==> src/rtl/main_memory_arbiter_pkg.sv <==
// Shared FSM encodings and requester IDs for the main-memory arbiter.
package main_memory_arbiter_pkg;

  typedef enum logic [1:0] {
    MEMARB_IDLE  = 2'd0,
    MEMARB_ISSUE = 2'd1,
    MEMARB_WAIT  = 2'd2,
    MEMARB_DONE  = 2'd3
  } memarb_state_e;

  localparam logic MEMARB_ID_FETCH = 1'b0;
  localparam logic MEMARB_ID_DATA  = 1'b1;

endpackage

==> src/rtl/main_memory_arbiter_if.sv <==
// Requester/memory bundle for the main-memory arbiter; slave is the arbiter's view,
// master is the side that owns the requesters and the memory.
interface main_memory_arbiter_if #(
  parameter int ADDR_W = 32,
  parameter int DATA_W = 32
);
  logic              if_req;
  logic [ADDR_W-1:0] if_addr;
  logic              if_done;
  logic [DATA_W-1:0] if_rdata;
  logic              d_req;
  logic              d_we;
  logic [ADDR_W-1:0] d_addr;
  logic [DATA_W-1:0] d_wdata;
  logic              d_done;
  logic [DATA_W-1:0] d_rdata;
  logic              busy;
  logic [ADDR_W-1:0] mem_read_address;
  logic [ADDR_W-1:0] mem_write_address;
  logic [DATA_W-1:0] mem_write_data;
  logic              mem_write_enable;
  logic [DATA_W-1:0] mem_read_data;

  modport slave (
    input  if_req, if_addr, d_req, d_we, d_addr, d_wdata, mem_read_data,
    output if_done, if_rdata, d_done, d_rdata, busy,
           mem_read_address, mem_write_address, mem_write_data, mem_write_enable
  );

  modport master (
    output if_req, if_addr, d_req, d_we, d_addr, d_wdata, mem_read_data,
    input  if_done, if_rdata, d_done, d_rdata, busy,
           mem_read_address, mem_write_address, mem_write_data, mem_write_enable
  );

endinterface

==> src/rtl/main_memory_arbiter_select.sv <==
// Combinational winner pick between fetch and data requests.
// MAIN_MEM_ARB_RR_EN selects round-robin on ties; otherwise data always beats fetch.
module mem_arb_select
  import main_memory_arbiter_pkg::*;
(
  input  logic if_req,
  input  logic d_req,
`ifdef MAIN_MEM_ARB_RR_EN
  input  logic last_grant,
`endif
  output logic grant_valid,
  output logic grant_id
);

  always_comb begin
    grant_valid = if_req | d_req;
    grant_id    = MEMARB_ID_DATA;
    if (if_req && !d_req) begin
      grant_id = MEMARB_ID_FETCH;
    end
`ifdef MAIN_MEM_ARB_RR_EN
    // On a tie the requester that did not win last time goes next.
    else if (if_req && d_req) begin
      grant_id = (last_grant == MEMARB_ID_DATA) ? MEMARB_ID_FETCH : MEMARB_ID_DATA;
    end
`endif
  end

endmodule

==> src/rtl/main_memory_arbiter.sv <==
// Single-port main-memory arbiter: one fetch/data transaction at a time, fixed read latency.
// Optional macro MAIN_MEM_ARB_RR_EN enables round-robin tie breaking.
module main_memory_arbiter
  import main_memory_arbiter_pkg::*;
#(
  parameter int ADDR_W       = 32,
  parameter int DATA_W       = 32,
  parameter int READ_LATENCY = 1
) (
  input  logic                 clk,
  input  logic                 rst,
  main_memory_arbiter_if.slave bus
);

  localparam int CNT_W = $clog2(READ_LATENCY + 1);

  memarb_state_e     state_q, state_d;
  logic [CNT_W-1:0]  cnt_q, cnt_d;
  logic              grab;
  logic              capture;
  logic              grant_valid;
  logic              grant_id;
  logic              grant_q;
  logic              we_q;
  logic [ADDR_W-1:0] addr_q;
  logic [DATA_W-1:0] wdata_q;
  logic [ADDR_W-1:0] rd_addr_q;
  logic [DATA_W-1:0] if_rdata_q;
  logic [DATA_W-1:0] d_rdata_q;
  logic              win_we;
  logic [ADDR_W-1:0] win_addr;

`ifdef MAIN_MEM_ARB_RR_EN
  logic last_grant;

  always_ff @(posedge clk) begin
    if (rst) begin
      last_grant <= MEMARB_ID_FETCH;
    end else if (grab) begin
      last_grant <= grant_id;
    end
  end
`endif

  mem_arb_select u_select (
    .if_req      (bus.if_req),
    .d_req       (bus.d_req),
`ifdef MAIN_MEM_ARB_RR_EN
    .last_grant  (last_grant),
`endif
    .grant_valid (grant_valid),
    .grant_id    (grant_id)
  );

  assign win_we   = (grant_id == MEMARB_ID_DATA) && bus.d_we;
  assign win_addr = (grant_id == MEMARB_ID_DATA) ? bus.d_addr : bus.if_addr;

  always_comb begin
    state_d = state_q;
    cnt_d   = cnt_q;
    grab    = 1'b0;
    capture = 1'b0;
    unique case (state_q)
      MEMARB_IDLE: begin
        if (grant_valid) begin
          grab    = 1'b1;
          state_d = MEMARB_ISSUE;
        end
      end
      MEMARB_ISSUE: begin
        if (we_q) begin
          state_d = MEMARB_DONE;
        end else if (READ_LATENCY > 1) begin
          cnt_d   = CNT_W'(READ_LATENCY - 1);
          state_d = MEMARB_WAIT;
        end else begin
          capture = 1'b1;
          state_d = MEMARB_DONE;
        end
      end
      MEMARB_WAIT: begin
        cnt_d = cnt_q - CNT_W'(1);
        // Capture on the cycle the countdown hits zero.
        if (cnt_q <= CNT_W'(1)) begin
          capture = 1'b1;
          state_d = MEMARB_DONE;
        end
      end
      MEMARB_DONE: begin
        state_d = MEMARB_IDLE;
      end
      default: state_d = MEMARB_IDLE;
    endcase
  end

  always_ff @(posedge clk) begin
    if (rst) begin
      state_q    <= MEMARB_IDLE;
      cnt_q      <= '0;
      grant_q    <= MEMARB_ID_FETCH;
      we_q       <= 1'b0;
      addr_q     <= '0;
      wdata_q    <= '0;
      rd_addr_q  <= '0;
      if_rdata_q <= '0;
      d_rdata_q  <= '0;
    end else begin
      state_q <= state_d;
      cnt_q   <= cnt_d;
      if (grab) begin
        grant_q <= grant_id;
        we_q    <= win_we;
        addr_q  <= win_addr;
        if (grant_id == MEMARB_ID_DATA) begin
          wdata_q <= bus.d_wdata;
        end
        // The read port only moves for reads, so it never shifts under a store.
        if (!win_we) begin
          rd_addr_q <= win_addr;
        end
      end
      if (capture) begin
        if (grant_q == MEMARB_ID_DATA) begin
          d_rdata_q <= bus.mem_read_data;
        end else begin
          if_rdata_q <= bus.mem_read_data;
        end
      end
    end
  end

  assign bus.busy              = (state_q != MEMARB_IDLE);
  assign bus.if_done           = (state_q == MEMARB_DONE) && (grant_q == MEMARB_ID_FETCH);
  assign bus.d_done            = (state_q == MEMARB_DONE) && (grant_q == MEMARB_ID_DATA);
  assign bus.if_rdata          = if_rdata_q;
  assign bus.d_rdata           = d_rdata_q;
  assign bus.mem_read_address  = rd_addr_q;
  assign bus.mem_write_address = addr_q;
  assign bus.mem_write_data    = wdata_q;
  // Reset in ISSUE must not let a half-issued store reach memory.
  assign bus.mem_write_enable  = (state_q == MEMARB_ISSUE) && we_q && !rst;

endmodule

==> src/flat_wrapper.sv <==
// flat-port wrapper written by rule: the top's interface ports become plain ports
module main_memory_arbiter_flat import main_memory_arbiter_pkg::*;
#(
  parameter int ADDR_W       = 32,
  parameter int DATA_W       = 32,
  parameter int READ_LATENCY = 1
)
  (clk, rst, bus_if_req, bus_if_addr, bus_d_req, bus_d_we, bus_d_addr, bus_d_wdata, bus_mem_read_data, bus_if_done, bus_if_rdata, bus_d_done, bus_d_rdata, bus_busy, bus_mem_read_address, bus_mem_write_address, bus_mem_write_data, bus_mem_write_enable);
  main_memory_arbiter_if #(.ADDR_W(ADDR_W), .DATA_W(DATA_W)) bus_i ();
  input  logic clk;
  input  logic rst;
  input wire logic [$bits(bus_i.if_req)-1:0] bus_if_req;
  input wire logic [$bits(bus_i.if_addr)-1:0] bus_if_addr;
  input wire logic [$bits(bus_i.d_req)-1:0] bus_d_req;
  input wire logic [$bits(bus_i.d_we)-1:0] bus_d_we;
  input wire logic [$bits(bus_i.d_addr)-1:0] bus_d_addr;
  input wire logic [$bits(bus_i.d_wdata)-1:0] bus_d_wdata;
  input wire logic [$bits(bus_i.mem_read_data)-1:0] bus_mem_read_data;
  output wire logic [$bits(bus_i.if_done)-1:0] bus_if_done;
  output wire logic [$bits(bus_i.if_rdata)-1:0] bus_if_rdata;
  output wire logic [$bits(bus_i.d_done)-1:0] bus_d_done;
  output wire logic [$bits(bus_i.d_rdata)-1:0] bus_d_rdata;
  output wire logic [$bits(bus_i.busy)-1:0] bus_busy;
  output wire logic [$bits(bus_i.mem_read_address)-1:0] bus_mem_read_address;
  output wire logic [$bits(bus_i.mem_write_address)-1:0] bus_mem_write_address;
  output wire logic [$bits(bus_i.mem_write_data)-1:0] bus_mem_write_data;
  output wire logic [$bits(bus_i.mem_write_enable)-1:0] bus_mem_write_enable;
  assign bus_i.if_req = bus_if_req;
  assign bus_i.if_addr = bus_if_addr;
  assign bus_i.d_req = bus_d_req;
  assign bus_i.d_we = bus_d_we;
  assign bus_i.d_addr = bus_d_addr;
  assign bus_i.d_wdata = bus_d_wdata;
  assign bus_i.mem_read_data = bus_mem_read_data;
  assign bus_if_done = bus_i.if_done;
  assign bus_if_rdata = bus_i.if_rdata;
  assign bus_d_done = bus_i.d_done;
  assign bus_d_rdata = bus_i.d_rdata;
  assign bus_busy = bus_i.busy;
  assign bus_mem_read_address = bus_i.mem_read_address;
  assign bus_mem_write_address = bus_i.mem_write_address;
  assign bus_mem_write_data = bus_i.mem_write_data;
  assign bus_mem_write_enable = bus_i.mem_write_enable;
  main_memory_arbiter #(.ADDR_W(ADDR_W), .DATA_W(DATA_W), .READ_LATENCY(READ_LATENCY)) u_core (.clk(clk), .rst(rst), .bus(bus_i));
endmodule
==> config.mk <==
export PLATFORM = sky130hd
export DESIGN_NAME = main_memory_arbiter_flat
export DESIGN_NICKNAME = d
export VERILOG_FILES = /design/src/rtl/main_memory_arbiter_pkg.sv /design/src/rtl/main_memory_arbiter_if.sv /design/src/rtl/main_memory_arbiter_select.sv /design/src/rtl/main_memory_arbiter.sv /design/src/flat_wrapper.sv
export SDC_FILE = /design/constraint.sdc
export NUM_CORES = 1
export LEC_CHECK = 0
export ABC_CLOCK_PERIOD_IN_PS = 1600
export BUFFER_PORTS_ARGS = -buffer_cell sky130_fd_sc_hd__clkbuf_2
export CORE_UTILIZATION = 39
export CTS_CLUSTER_SIZE = 8
export DETAILED_ROUTE_END_ITERATION = 10
export PLACE_DENSITY_LB_ADDON = 0.08
export RECOVER_POWER = 100
export SLEW_MARGIN = 20
export SYNTH_ARGS = -nofsm -noshare
export SYNTH_HDL_FRONTEND = slang
export SYNTH_SLANG_ARGS = --single-unit
==> constraint.sdc <==
create_clock -name clk -period 1.6 [get_ports clk]
set_clock_uncertainty 0.2 [all_clocks]
set_input_delay 0.32 -clock clk [delete_from_list [all_inputs] [get_ports clk]]
set_output_delay 0.32 -clock clk [all_outputs]
set_load 0.01 [all_outputs]
==> impl_metrics.env <==
export IMPL_status="complete, but fails checks"
export IMPL_violations="hold timing, setup timing"
export IMPL_hold_end="u_core.state_q[0]"
export IMPL_cp_required_ps=1080
export IMPL_die_width_um=131
export IMPL_antenna_cells=0
export IMPL_critPathArrivalTime_ps=1250
export IMPL_core_mm2=0.0161
export IMPL_setup_viol=119
export IMPL_drt_wl_total_um=19300
export IMPL_rsz0062_at_grt="true"
export IMPL_grt_pass1_vias=5770
export IMPL_clock_fmax_mhz=564
export IMPL_final_cells=1240
export IMPL_multi_input_area_mm2=0.00309
export IMPL_portBuffers=296
export IMPL_syn_nets=766
export IMPL_worstMarginPinSlew_ps=439
export IMPL_synth_seq_cells=164
export IMPL_cts_buffers=17
export IMPL_grt_pass1_wl_um=29000
export IMPL_synth_cells=629
export IMPL_yosysSeqAreaShare_pct=50.3
export IMPL_syn_area_per_cell_um2=10.4
export IMPL_drive_gt1_share_pct=25.2
export IMPL_synth_top_area_share_pct=50.3
export IMPL_cts_htree_levels=4
export IMPL_max_slew_margin_pct=70.8
export IMPL_gp_congestion=0.806
export IMPL_grt_usage_pct=21.1
export IMPL_hp_start="rst"
export IMPL_clk_path_buf_depth=2
export IMPL_pre_cts_ws_ps=-130
export IMPL_irDropWorstVdd_mv=0.730
export IMPL_cts_root_buffer="clkbuf_16"
export IMPL_drcViolationCount=0
export IMPL_initial_core_util_pct=40.5
export IMPL_die_h_um=131
export IMPL_vias_per_cell=4.74
export IMPL_p_leak_nw=4.23
export IMPL_regArea_mm2=0.00329
export IMPL_antenna_left=0
export IMPL_vias=5882
export IMPL_clock_latency_ps=410
export IMPL_initialDrtViolationCount=169
export IMPL_period_share_pct=111
export IMPL_clkTransAtPathRegs_ps=60
export IMPL_whs_path_depth=2
export IMPL_clock_sinks=164
export IMPL_r2r_start="u_core.state_q[0]"
export IMPL_hold_slack_ps=-1.72
export IMPL_yosysUniqueCellTypes=28
export IMPL_rows=46
export IMPL_maxCapViolations=0
export IMPL_regToRegSetupSlack_ps=-120
export IMPL_grt_overflow_total=0
export IMPL_cts_tree="yes"
export IMPL_nets=1148
export IMPL_dp_cells=1121
export IMPL_synth_largest_area_cell="dfxtp_1"
export IMPL_synth_top_cells_by_area="dfxtp_1, mux2i_1, nand2b_1, o2bb2ai_1, nand2_1"
export IMPL_yosysWarnings=0
export IMPL_path_class="flop to output pin"
export IMPL_antenna_found_initial=0
export IMPL_rr_worst_depth=7
export IMPL_crit_fanout=3
export IMPL_hold_path_class="primary input to flop"
export IMPL_finalHoldViolCount=1
export IMPL_critPathLaunchType="flop"
export IMPL_p_per_area_mw_per_mm2=1160
export IMPL_first_pass_iters=4
export IMPL_finalSetupTns_ps=-7220
export IMPL_syn_area_mm2=0.00653
export IMPL_wl_per_cell_um=15.6
export IMPL_n_fill_cell=1435
export IMPL_layout_setup_ws_ps=-174
export IMPL_end_kind="output pin"
export IMPL_timing_final_crit_period_ps=1770
export IMPL_slew_viol_final=0
export IMPL_syn_to_final_growth_pct=53.3
export IMPL_grt_start_max_net_pins=79
export IMPL_io_pins=297
export IMPL_hpwl_um=12400
export IMPL_die_area_mm2=0.0173
export IMPL_r2r_end="u_core.bus.mem_write_address[9]"
[registers in the layout, summed over array words and instances (netlist names)]
name / count
u_core.bus.mem_write_address: 32
u_core.bus.mem_write_data: 32
u_core.we_q: 1
u_core.bus.mem_read_address: 32
u_core.grant_q: 1
u_core.state_q: 2
u_core.bus.d_rdata: 32
u_core.bus.if_rdata: 32
[how the worst max path moves through the flow]
stage	startpoint	end	slack, ps	depth (start not counted)
floorplan	u_core.state_q[0]	u_core.bus.d_rdata[10]	-4	6
global placement	bus_d_req	u_core.bus.mem_write_address[23]	-100	6
detailed placement	u_core.state_q[0]	u_core.bus.if_rdata[29]	-130	6
CTS	u_core.state_q[1]	bus_mem_write_enable	-220	5
global route	u_core.state_q[1]	bus_mem_write_enable	-220	5
finish	u_core.state_q[1]	bus_d_done	-170	4
[per-stage QoR]
| step | cell area [µm²] | utilization (%) | hold WS (ps) | total power [W] |
|---|---|---|---|---|
| global route | 10000 | 62.1 | 5.81 | 0.0121 |
| finish | 10000 | 62.1 | -1.72 | 0.0116 |
| CTS | 9840 | 61.1 | -18.6 | 0.0115 |
| floorplan | 6590 | - | 256 | 0.00600 |
| detailed placement | 8390 | 52.1 | 247 | 0.00691 |
| global placement | 8390 | 52.1 | 242 | 0.00685 |
[final cells by class]
type | count | area share (%)
inverters | 3 | 0.137
clock inverters | 8 | 1.47
multi-input cells | 415 | 30.8
repair buffers | 410 | 27.2
flip-flops and latches | 164 | 32.8
clock buffers | 24 | 4.81
well taps | 216 | 2.70
[critical path, stage by stage (launching register included)]
cell and delay (ps):
dfxtp_2 330, buf_6 110, ha_4 150, and2_4 130, buf_6 110
[layer usage]
metal  part of all wire [%]  wire length [µm]  global-route usage, %  up-vias
met5                      0                 0                      0        -
met4                    2.5               479                   9.50        0
met3                    5.4              1040                   5.63       32
met2                     50              9730                   37.6      184
met1                     42              8100                   23.3     2747
li1                       -                 -                      -     2919
[power breakdown]
part | internal [W] | switching, W | total (W) | leakage (nW)
clock network | 0.00274 | 0.00157 | 0.00431 | 0.297
registers | 0.00447 | 0.000214 | 0.00468 | 1.34
logic | 0.00128 | 0.00131 | 0.00259 | 2.59
[Yosys cell counts]
| cell | n |
|---|---|
| and2_1 | 2 |
| dfxtp_1 | 164 |
| o211ai_4 | 1 |
| mux2i_1 | 97 |
| o211a_1 | 1 |
| buf_6 | 4 |
| a211oi_2 | 13 |
| buf_12 | 2 |
| a21oi_1 | 33 |
| nand4b_1 | 1 |
| a211oi_1 | 20 |
| nor2_1 | 35 |
| o21ai_4 | 1 |
| buf_4 | 10 |
| ha_1 | 4 |
| o21a_1 | 3 |
| clkbuf_1 | 13 |
| o2bb2ai_1 | 32 |
| inv_1 | 3 |
| buf_2 | 19 |
| nand2b_1 | 98 |
| nor2b_1 | 1 |
| nor2b_4 | 1 |
| nor2b_2 | 1 |
| a31oi_4 | 1 |
| nand2_1 | 67 |
| or2_1 | 1 |
| or3b_1 | 1 |
[what timing repair did]
item,CTS,global route
resized for setup,21,28
hold buffers,64,1
buffers inserted,3,4
gates cloned,3,12
pin swaps,5,17
endpoints found under the setup margin,103,112
hold endpoints to repair,97,1
[layout by cell type (no fill, tap or decap), types with 9 or more instances in the layout]
master / count
clkbuf_2: 131
a21oi_1: 33
a211oi_2: 23
buf_12: 13
buf_6: 9
clkbuf_1: 164
clkbuf_16: 25
nand2b_1: 97
nor2_1: 35
buf_4: 19
nand2_1: 66
mux2i_1: 96
a211oi_1: 10
o2bb2ai_1: 32
dfxtp_1: 162
dlygate4sd3_1: 65
[logic make-up (layout without fill, tap and decap cells)]
| logic type | after synthesis | in the layout | share of synthesized area, % |
|---|---|---|---|
| and+or+nand+nor | 208 | 208 | 16.2 |
| DFF | 164 | 164 | 50.3 |
| muxes | 97 | 97 | 14.9 |
| adders and majority gates | 4 | 4 | 0.766 |
| AOI/OAI and AO/OA | 105 | 106 | 13.0 |
| buffers and inverters | 51 | 445 | 4.83 |
No activity file was read; power rests on OpenSTA's default activity.
